File: config.mk
export PLATFORM = sky130hd
export DESIGN_NAME = link_round_robin_arbiter_flat
export DESIGN_NICKNAME = d
export VERILOG_FILES = /design/src/rtl/link_round_robin_arbiter_if.sv /design/src/rtl/link_round_robin_arbiter.sv /design/src/flat_wrapper.sv
export SDC_FILE = /design/constraint.sdc
export NUM_CORES = 1
export LEC_CHECK = 0
export CELL_PAD_IN_SITES_DETAIL_PLACEMENT = 0
export CELL_PAD_IN_SITES_GLOBAL_PLACEMENT = 1
export CORE_MARGIN = 2
export CORE_UTILIZATION = 28
export DETAILED_ROUTE_END_ITERATION = 8
export PLACE_DENSITY = 0.78
export SETUP_SLACK_MARGIN = 0.05
export SLEW_MARGIN = 10
export SYNTH_ARGS = -nofsm -noshare
export SYNTH_HDL_FRONTEND = slang
export SYNTH_SLANG_ARGS = --single-unit
File: constraint.sdc
create_clock -name clk -period 3.6 [get_ports clk]
set_clock_uncertainty 0.1 [all_clocks]
set_input_delay 0.72 -clock clk [delete_from_list [all_inputs] [get_ports clk]]
set_output_delay 0.72 -clock clk [all_outputs]
set_load 0.005 [all_outputs]
File: src/rtl/link_round_robin_arbiter_if.sv
`default_nettype none
// ============================================================================
// Module   : link_round_robin_arbiter_if
// Purpose  : Bundles the requester-side and link-side valid/ready signals of
//            the round-robin link arbiter.
// Ports    : in_data/in_valid/in_last/in_ready - NUM_REQ requester channels
//            out_data/out_valid/out_last/out_src/out_ready - link channel
//            busy - arbiter holds a packet lock or an undelivered beat
// Modports : slave  - arbiter view
//            master - environment view (requesters + link)
// Revision : 1.0 - initial release
// ============================================================================
interface link_round_robin_arbiter_if #(
  parameter int NUM_REQ    = 3,
  parameter int DATA_WIDTH = 64,
  parameter int ID_WIDTH   = 2
);
  logic [NUM_REQ*DATA_WIDTH-1:0] in_data;
  logic [NUM_REQ-1:0]            in_valid;
  logic [NUM_REQ-1:0]            in_last;
  logic [NUM_REQ-1:0]            in_ready;
  logic [DATA_WIDTH-1:0]         out_data;
  logic                          out_valid;
  logic                          out_last;
  logic [ID_WIDTH-1:0]           out_src;
  logic                          out_ready;
  logic                          busy;

  modport slave (
    input  in_data, in_valid, in_last, out_ready,
    output in_ready, out_data, out_valid, out_last, out_src, busy
  );

  modport master (
    output in_data, in_valid, in_last, out_ready,
    input  in_ready, out_data, out_valid, out_last, out_src, busy
  );
endinterface
`default_nettype wire

File: src/rtl/link_round_robin_arbiter.sv
`default_nettype none
// ============================================================================
// Module   : link_round_robin_arbiter
// Purpose  : Shares one valid/ready link among NUM_REQ requesters with
//            packet-atomic round-robin arbitration and a registered output
//            stage (one beat per cycle, one cycle latency).
// Ports    : clk   - system clock, rising edge
//            reset - asynchronous assert, active-high
//            bus   - link_round_robin_arbiter_if.slave (requester inputs,
//                    combinational in_ready, registered out_* and busy)
// Revision : 1.0 - initial release
// ============================================================================
module link_round_robin_arbiter #(
  parameter int NUM_REQ    = 3,
  parameter int DATA_WIDTH = 64,
  parameter int ID_WIDTH   = 2
) (
  input  logic                        clk,
  input  logic                        reset,
  link_round_robin_arbiter_if.slave   bus
);

  typedef enum logic [0:0] {
    ST_IDLE   = 1'b0,
    ST_LOCKED = 1'b1
  } state_t;

  state_t                state_q;
  logic [ID_WIDTH-1:0]   ptr_q;
  logic [ID_WIDTH-1:0]   lock_id_q;
  logic [DATA_WIDTH-1:0] out_data_q;
  logic                  out_valid_q;
  logic                  out_last_q;
  logic [ID_WIDTH-1:0]   out_src_q;

  logic                  load_en;
  logic                  any_elig;
  logic                  xfer;
  logic [ID_WIDTH-1:0]   grant_sel;
  logic [DATA_WIDTH-1:0] grant_data;
  logic                  grant_last;

  // Requester index at a given offset from base, wrapping at NUM_REQ.
  function automatic logic [ID_WIDTH-1:0] rr_index(input logic [ID_WIDTH-1:0] base,
                                                   input int off);
    int s;
    s = int'(base) + off;
    if (s >= NUM_REQ) s = s - NUM_REQ;
    return ID_WIDTH'(s);
  endfunction

  function automatic logic [ID_WIDTH-1:0] wrap_inc(input logic [ID_WIDTH-1:0] idx);
    if (idx == ID_WIDTH'(NUM_REQ - 1)) return '0;
    return idx + 1'b1;
  endfunction

  // Output register can take a beat when empty or being drained this cycle.
  assign load_en = !out_valid_q || bus.out_ready;

  always_comb begin
    grant_sel = '0;
    any_elig  = 1'b0;
    if (state_q == ST_LOCKED) begin
      // Locked: only the packet owner may send; absent valid means a bubble.
      grant_sel = lock_id_q;
      any_elig  = bus.in_valid[lock_id_q];
    end else begin
      // Scan from the farthest offset back to ptr so the nearest valid
      // requester (in wrap order) is the one left in grant_sel.
      for (int k = NUM_REQ - 1; k >= 0; k--) begin
        if (bus.in_valid[rr_index(ptr_q, k)]) begin
          grant_sel = rr_index(ptr_q, k);
          any_elig  = 1'b1;
        end
      end
    end
  end

  assign xfer       = load_en && any_elig;
  assign grant_data = bus.in_data[int'(grant_sel)*DATA_WIDTH +: DATA_WIDTH];
  assign grant_last = bus.in_last[grant_sel];

  always_comb begin
    bus.in_ready = '0;
    if (xfer) bus.in_ready[grant_sel] = 1'b1;
  end

  always_ff @(posedge clk or posedge reset) begin
    if (reset) begin
      state_q     <= ST_IDLE;
      ptr_q       <= '0;
      lock_id_q   <= '0;
      out_data_q  <= '0;
      out_valid_q <= 1'b0;
      out_last_q  <= 1'b0;
      out_src_q   <= '0;
    end else begin
      if (xfer) begin
        out_data_q  <= grant_data;
        out_last_q  <= grant_last;
        out_src_q   <= grant_sel;
        out_valid_q <= 1'b1;
        if (state_q == ST_IDLE) begin
          // Single-beat packets release the link immediately.
          if (grant_last) begin
            ptr_q <= wrap_inc(grant_sel);
          end else begin
            state_q   <= ST_LOCKED;
            lock_id_q <= grant_sel;
          end
        end else if (grant_last) begin
          state_q <= ST_IDLE;
          ptr_q   <= wrap_inc(lock_id_q);
        end
      end else if (load_en) begin
        out_valid_q <= 1'b0;
      end
    end
  end

  assign bus.out_data  = out_data_q;
  assign bus.out_valid = out_valid_q;
  assign bus.out_last  = out_last_q;
  assign bus.out_src   = out_src_q;
  assign bus.busy      = (state_q == ST_LOCKED) || out_valid_q;

endmodule
`default_nettype wire

File: src/flat_wrapper.sv
// flat-port wrapper written by rule: the top's interface ports become plain ports
module link_round_robin_arbiter_flat 
#(
  parameter int NUM_REQ    = 3,
  parameter int DATA_WIDTH = 64,
  parameter int ID_WIDTH   = 2
)
  (clk, reset, bus_in_data, bus_in_valid, bus_in_last, bus_out_ready, bus_in_ready, bus_out_data, bus_out_valid, bus_out_last, bus_out_src, bus_busy);
  link_round_robin_arbiter_if #(.NUM_REQ(NUM_REQ), .DATA_WIDTH(DATA_WIDTH), .ID_WIDTH(ID_WIDTH)) bus_i ();
  input  logic clk;
  input  logic reset;
  input wire logic [$bits(bus_i.in_data)-1:0] bus_in_data;
  input wire logic [$bits(bus_i.in_valid)-1:0] bus_in_valid;
  input wire logic [$bits(bus_i.in_last)-1:0] bus_in_last;
  input wire logic [$bits(bus_i.out_ready)-1:0] bus_out_ready;
  output wire logic [$bits(bus_i.in_ready)-1:0] bus_in_ready;
  output wire logic [$bits(bus_i.out_data)-1:0] bus_out_data;
  output wire logic [$bits(bus_i.out_valid)-1:0] bus_out_valid;
  output wire logic [$bits(bus_i.out_last)-1:0] bus_out_last;
  output wire logic [$bits(bus_i.out_src)-1:0] bus_out_src;
  output wire logic [$bits(bus_i.busy)-1:0] bus_busy;
  assign bus_i.in_data = bus_in_data;
  assign bus_i.in_valid = bus_in_valid;
  assign bus_i.in_last = bus_in_last;
  assign bus_i.out_ready = bus_out_ready;
  assign bus_in_ready = bus_i.in_ready;
  assign bus_out_data = bus_i.out_data;
  assign bus_out_valid = bus_i.out_valid;
  assign bus_out_last = bus_i.out_last;
  assign bus_out_src = bus_i.out_src;
  assign bus_busy = bus_i.busy;
  link_round_robin_arbiter #(.NUM_REQ(NUM_REQ), .DATA_WIDTH(DATA_WIDTH), .ID_WIDTH(ID_WIDTH)) u_core (.clk(clk), .reset(reset), .bus(bus_i));
endmodule
==> results of run 1 <==
metrics by stage:
step	cell area, sq um	util, %	setup TNS [ns]	cells
after floorplan	4830	-	0	475
final	8070	47.3	0	962
after global routing	8070	47.3	0	962
after detailed placement	7740	45.4	-1.35	945
after global placement	7740	45.4	-0.654	945
after CTS	8050	47.2	0	961
final cells by class:
type,instances,area [sq um]
Inverter,10,38.8
Tap cell,225,282
Timing Repair Buffer,299,2950
Clock inverter,3,40.0
Clock buffer,12,256
Sequential cell,73,1830
Multi-Input combinational cell,340,2680
Fill cell,1554,8980
worst reg2reg max path, cell delays in order, from the launching register on:
cell and delay [ns]:
dfrtp_1 0.42, inv_1 0.08, ha_1 0.20, buf_4 0.19
mux2i_2 0.26, o21ai_1 0.10, a211o_2 0.34, buf_4 0.15
nand2_2 0.08, buf_4 0.65, a221oi_1 0.33, o2bb2ai_2 0.18
sequential cells by signal, summed over array words and instances, names as in the netlist:
register              cells
u_core.state_q            1
u_core.bus.out_valid      1
u_core.bus.out_src        2
u_core.ptr_q              2
u_core.lock_id_q          2
u_core.bus.out_data      64
u_core.bus.out_last       1
cells in the final DEF, fill, tap and decap left out, drive strengths merged, types with 3 or more instances in the layout:
master and n:
clkdlybuf4s50 267, or2 3, clkbuf 12, a21boi 3, inv 9, nand3 8, dfrtp 73, nand2 15
o21ai 6, and3 58, nor3 3, nor2b 3, buf 27, o211ai 11, nor2 62, a22oi 3
ha 3, clkinv 3, mux2i 12, o2bb2ai 59, nand2b 6, dlygate4sd2 4, a21oi 4, a221oi 56
and2 3
cells in the mapped netlist, drive strengths merged (4+ instances only):
cell type	instances	share of area, %
inv	10	0.78
mux2i	12	2.5
a21oi	4	0.41
o2bb2ai	59	16
nand3	8	0.83
o21ai	6	0.85
buf	32	4.9
and3	58	7.6
dfrtp	73	38
o211ai	11	1.7
nor2	62	4.8
nand2	15	1.2
nand2b	6	0.78
a221oi	56	11
clkbuf	20	1.6
power by group through the flow:
| stage | Clock, mW | Combinational [mW] | Sequential, mW |
|---|---|---|---|
| finish | 0.911 | 4.51 | 1.54 |
| global route | 0.976 | 4.89 | 1.59 |
| CTS | 0.947 | 4.52 | 1.54 |
| detailed placement | 0 | 4.49 | 1.55 |
| global placement | 0 | 4.42 | 1.53 |
| floorplan | 0 | 2.72 | 1.52 |
routing by layer:
metal | wire, um | vias up | track usage, %
met4 | 514 | 0 | 7.52
li1 | - | 2349 | -
met5 | 0 | - | 0
met3 | 1570 | 32 | 5.69
met2 | 9280 | 234 | 34.1
met1 | 7550 | 2393 | 23.6
worst max-delay path by stage:
stage / start / to / cells past startpoint
3_5_place_dp: bus_in_valid[1] / bus_in_ready[0] / 7
5_1_grt: bus_in_valid[2] / bus_in_ready[0] / 8
3_3_place_gp: bus_in_valid[0] / bus_in_ready[1] / 7
6_report: bus_in_valid[2] / bus_in_ready[0] / 8
2_1_floorplan: u_core.ptr_q[0] / bus_in_ready[2] / 10
4_1_cts: bus_in_valid[2] / bus_in_ready[0] / 8
cells by family (layout without fill, tap and decap cells):
group           after synthesis  in the layout  synth area share (%)
simple gates                166            166                  17.8
compound gates              158            158                  33.6
flops                        73             73                  37.8
buf+inv                      62            324                  7.31
mux                          13             13                  2.72
fa+ha+maj                     3              3                 0.777
timing repair:
item / in CTS / in global routing
gates resized for setup: 10 / 2
cloned: 0 / 0
setup buffers: 1 / 1
pin swaps: 2 / 1
endpoints found under the setup margin: 3 / 3
==> run_results.csv, run 1 <==
group,metric,value,unit
worst_setup_path,crit_required,2.78,ns
synth,synth-seq-cells,73,
synth,syn_avg_cell_area,10.2,sq um
timing,report.final.slew_viol_count,0,
power_and_ir_drop,clockPowerShare,13.1,%
worst_setup_path,crit_type,"input port to primary output",
die,die_area,18300,sq um
synth,ys_seq_area_share,37.8,%
power_and_ir_drop,power_frac_seq,22.1,%
die,dieHeight,135,um
worst_setup_path,crit_path_end_kind,"primary output",
worst_setup_path,slowest_stage,"clkdlybuf4s50_1",
drt,drc_errors,0,
drt,viasPerCell,5.21,
synth,synth_fp_nets,679,
clock_network,cts_tree,"yes",
synth,synth_edf_count,0,
placed_design,port-buffer-count,272,
layout,antennaDiodeCount,0,
worst_setup_path,crit_chain,"clkdlybuf4s50_1 -> mux2_2 -> or3_1 -> and3_4 -> o21ai_4 -> buf_4 -> nor3_4 -> dlygate4sd2_1",
power_and_ir_drop,ir_drop,0.730,mV
worst_setup_path,r2r_cells,11,
layout,syn2layout_area_growth,67.1,%
worst_setup_path,r2r_setup_slack,0.46,ns
die,rows,48,
power_and_ir_drop,intPower,3.97,mW
placed_design,post-place-ws,-0.242,ns
synth,synthCells,475,
synth,synthesis.area,4830,sq um
hold_path,min_to,"u_core.bus.out_src[1]",
clock_network,cts_made_buffers,9,
timing,grt_setup_unrepaired,"yes",
power_and_ir_drop,finalPower,6.95,mW
hold_path,hp-class,"register to register",
worst_setup_path,r2r_start,"u_core.ptr_q[1]",
timing,whs,0.398,ns
run,cap_viol_max_count,0,
power_and_ir_drop,p_switching,2.98,mW
global_route,grt_util_all_layers,19.9,%
worst_setup_path,cp_num_buf_inv,3,
drt,postRouteAntennaNets,0,
global_route,grt_pass1_vias,5047,
synth,yosys_warnings,0,
timing,fmax,0.287,GHz
layout,drive_above_1_share,14.1,%
timing,slew_headroom,40.6,%
clock_network,cts.htree.levels,3,
worst_setup_path,r2r_end,"u_core.bus.out_data[19]",
power_and_ir_drop,swShare,42.8,%
die,start_util,28.3,%
timing,period_share,96.9,%
die,dieWidth,135,um
layout,final_nets,937,
placed_design,place.gp.congestion,0.830,
power_and_ir_drop,combPwrFrac,64.8,%
global_route,grt_first_pass_wirelength,28.3,mm
global_route,grt_max_degree,68,
clock_network,clk_latency,0.33,ns
drt,wl_per_cell,19.7,um
hold_path,min_from,"u_core.bus.out_src[1]",
timing,post-route-min-period,3.49,ns
drt,drtIter0Drc,200,
status,status,"finished, final reports clean",
die,core_area,17100,sq um
placed_design,hpwlAfterDp,13.4,mm
die,ioPinCount,273,
worst_setup_path,crit_fanout,4,
clock_network,cts_root_buffer,"clkbuf_16",
worst_setup_path,cp_slowest_stage_delay,0.47,ns
drt,drt_wl_total,18.9,mm
timing,hold_viol,0,
synth,ys_dominant_reg_cell,"dfrtp_1",
worst_setup_path,cp_top_family,"buffers and inverters",
worst_setup_path,start_kind,"input port",
clock_network,clock_sinks,73,
timing,layout_setup_ws,0.113,ns
clock_network,path_clk_slew,0.06,ns
worst_setup_path,arrival,2.67,ns
drt,dr.pass1.iters,4,
global_route,grt.overflow.total,0,
power_and_ir_drop,p_leak,3.24,nW
synth,synth_cell_types,53,
clock_network,hold_buffers,0,
clock_network,ctsLongestPathBuffers,2,
timing,setup_viol,0,
synth,synthArstFlopShare,100,%
global_route,antenna_found_initial,0,
hold_path,min_path_cells,1,
drt,num_vias,5008,
power_and_ir_drop,p_per_area,862,nW/um^2
timing,worst_slew_pin_slew,0.890,ns
(Power assumes the default switching activity.)
==> run 2: changes to the inputs <==
- CTS_CLUSTER_DIAMETER: not set -> 200
- CTS_CLUSTER_SIZE: not set -> 12
==> results of run 2 <==
Final layout, timing and power as in run 1 (identical DEF).
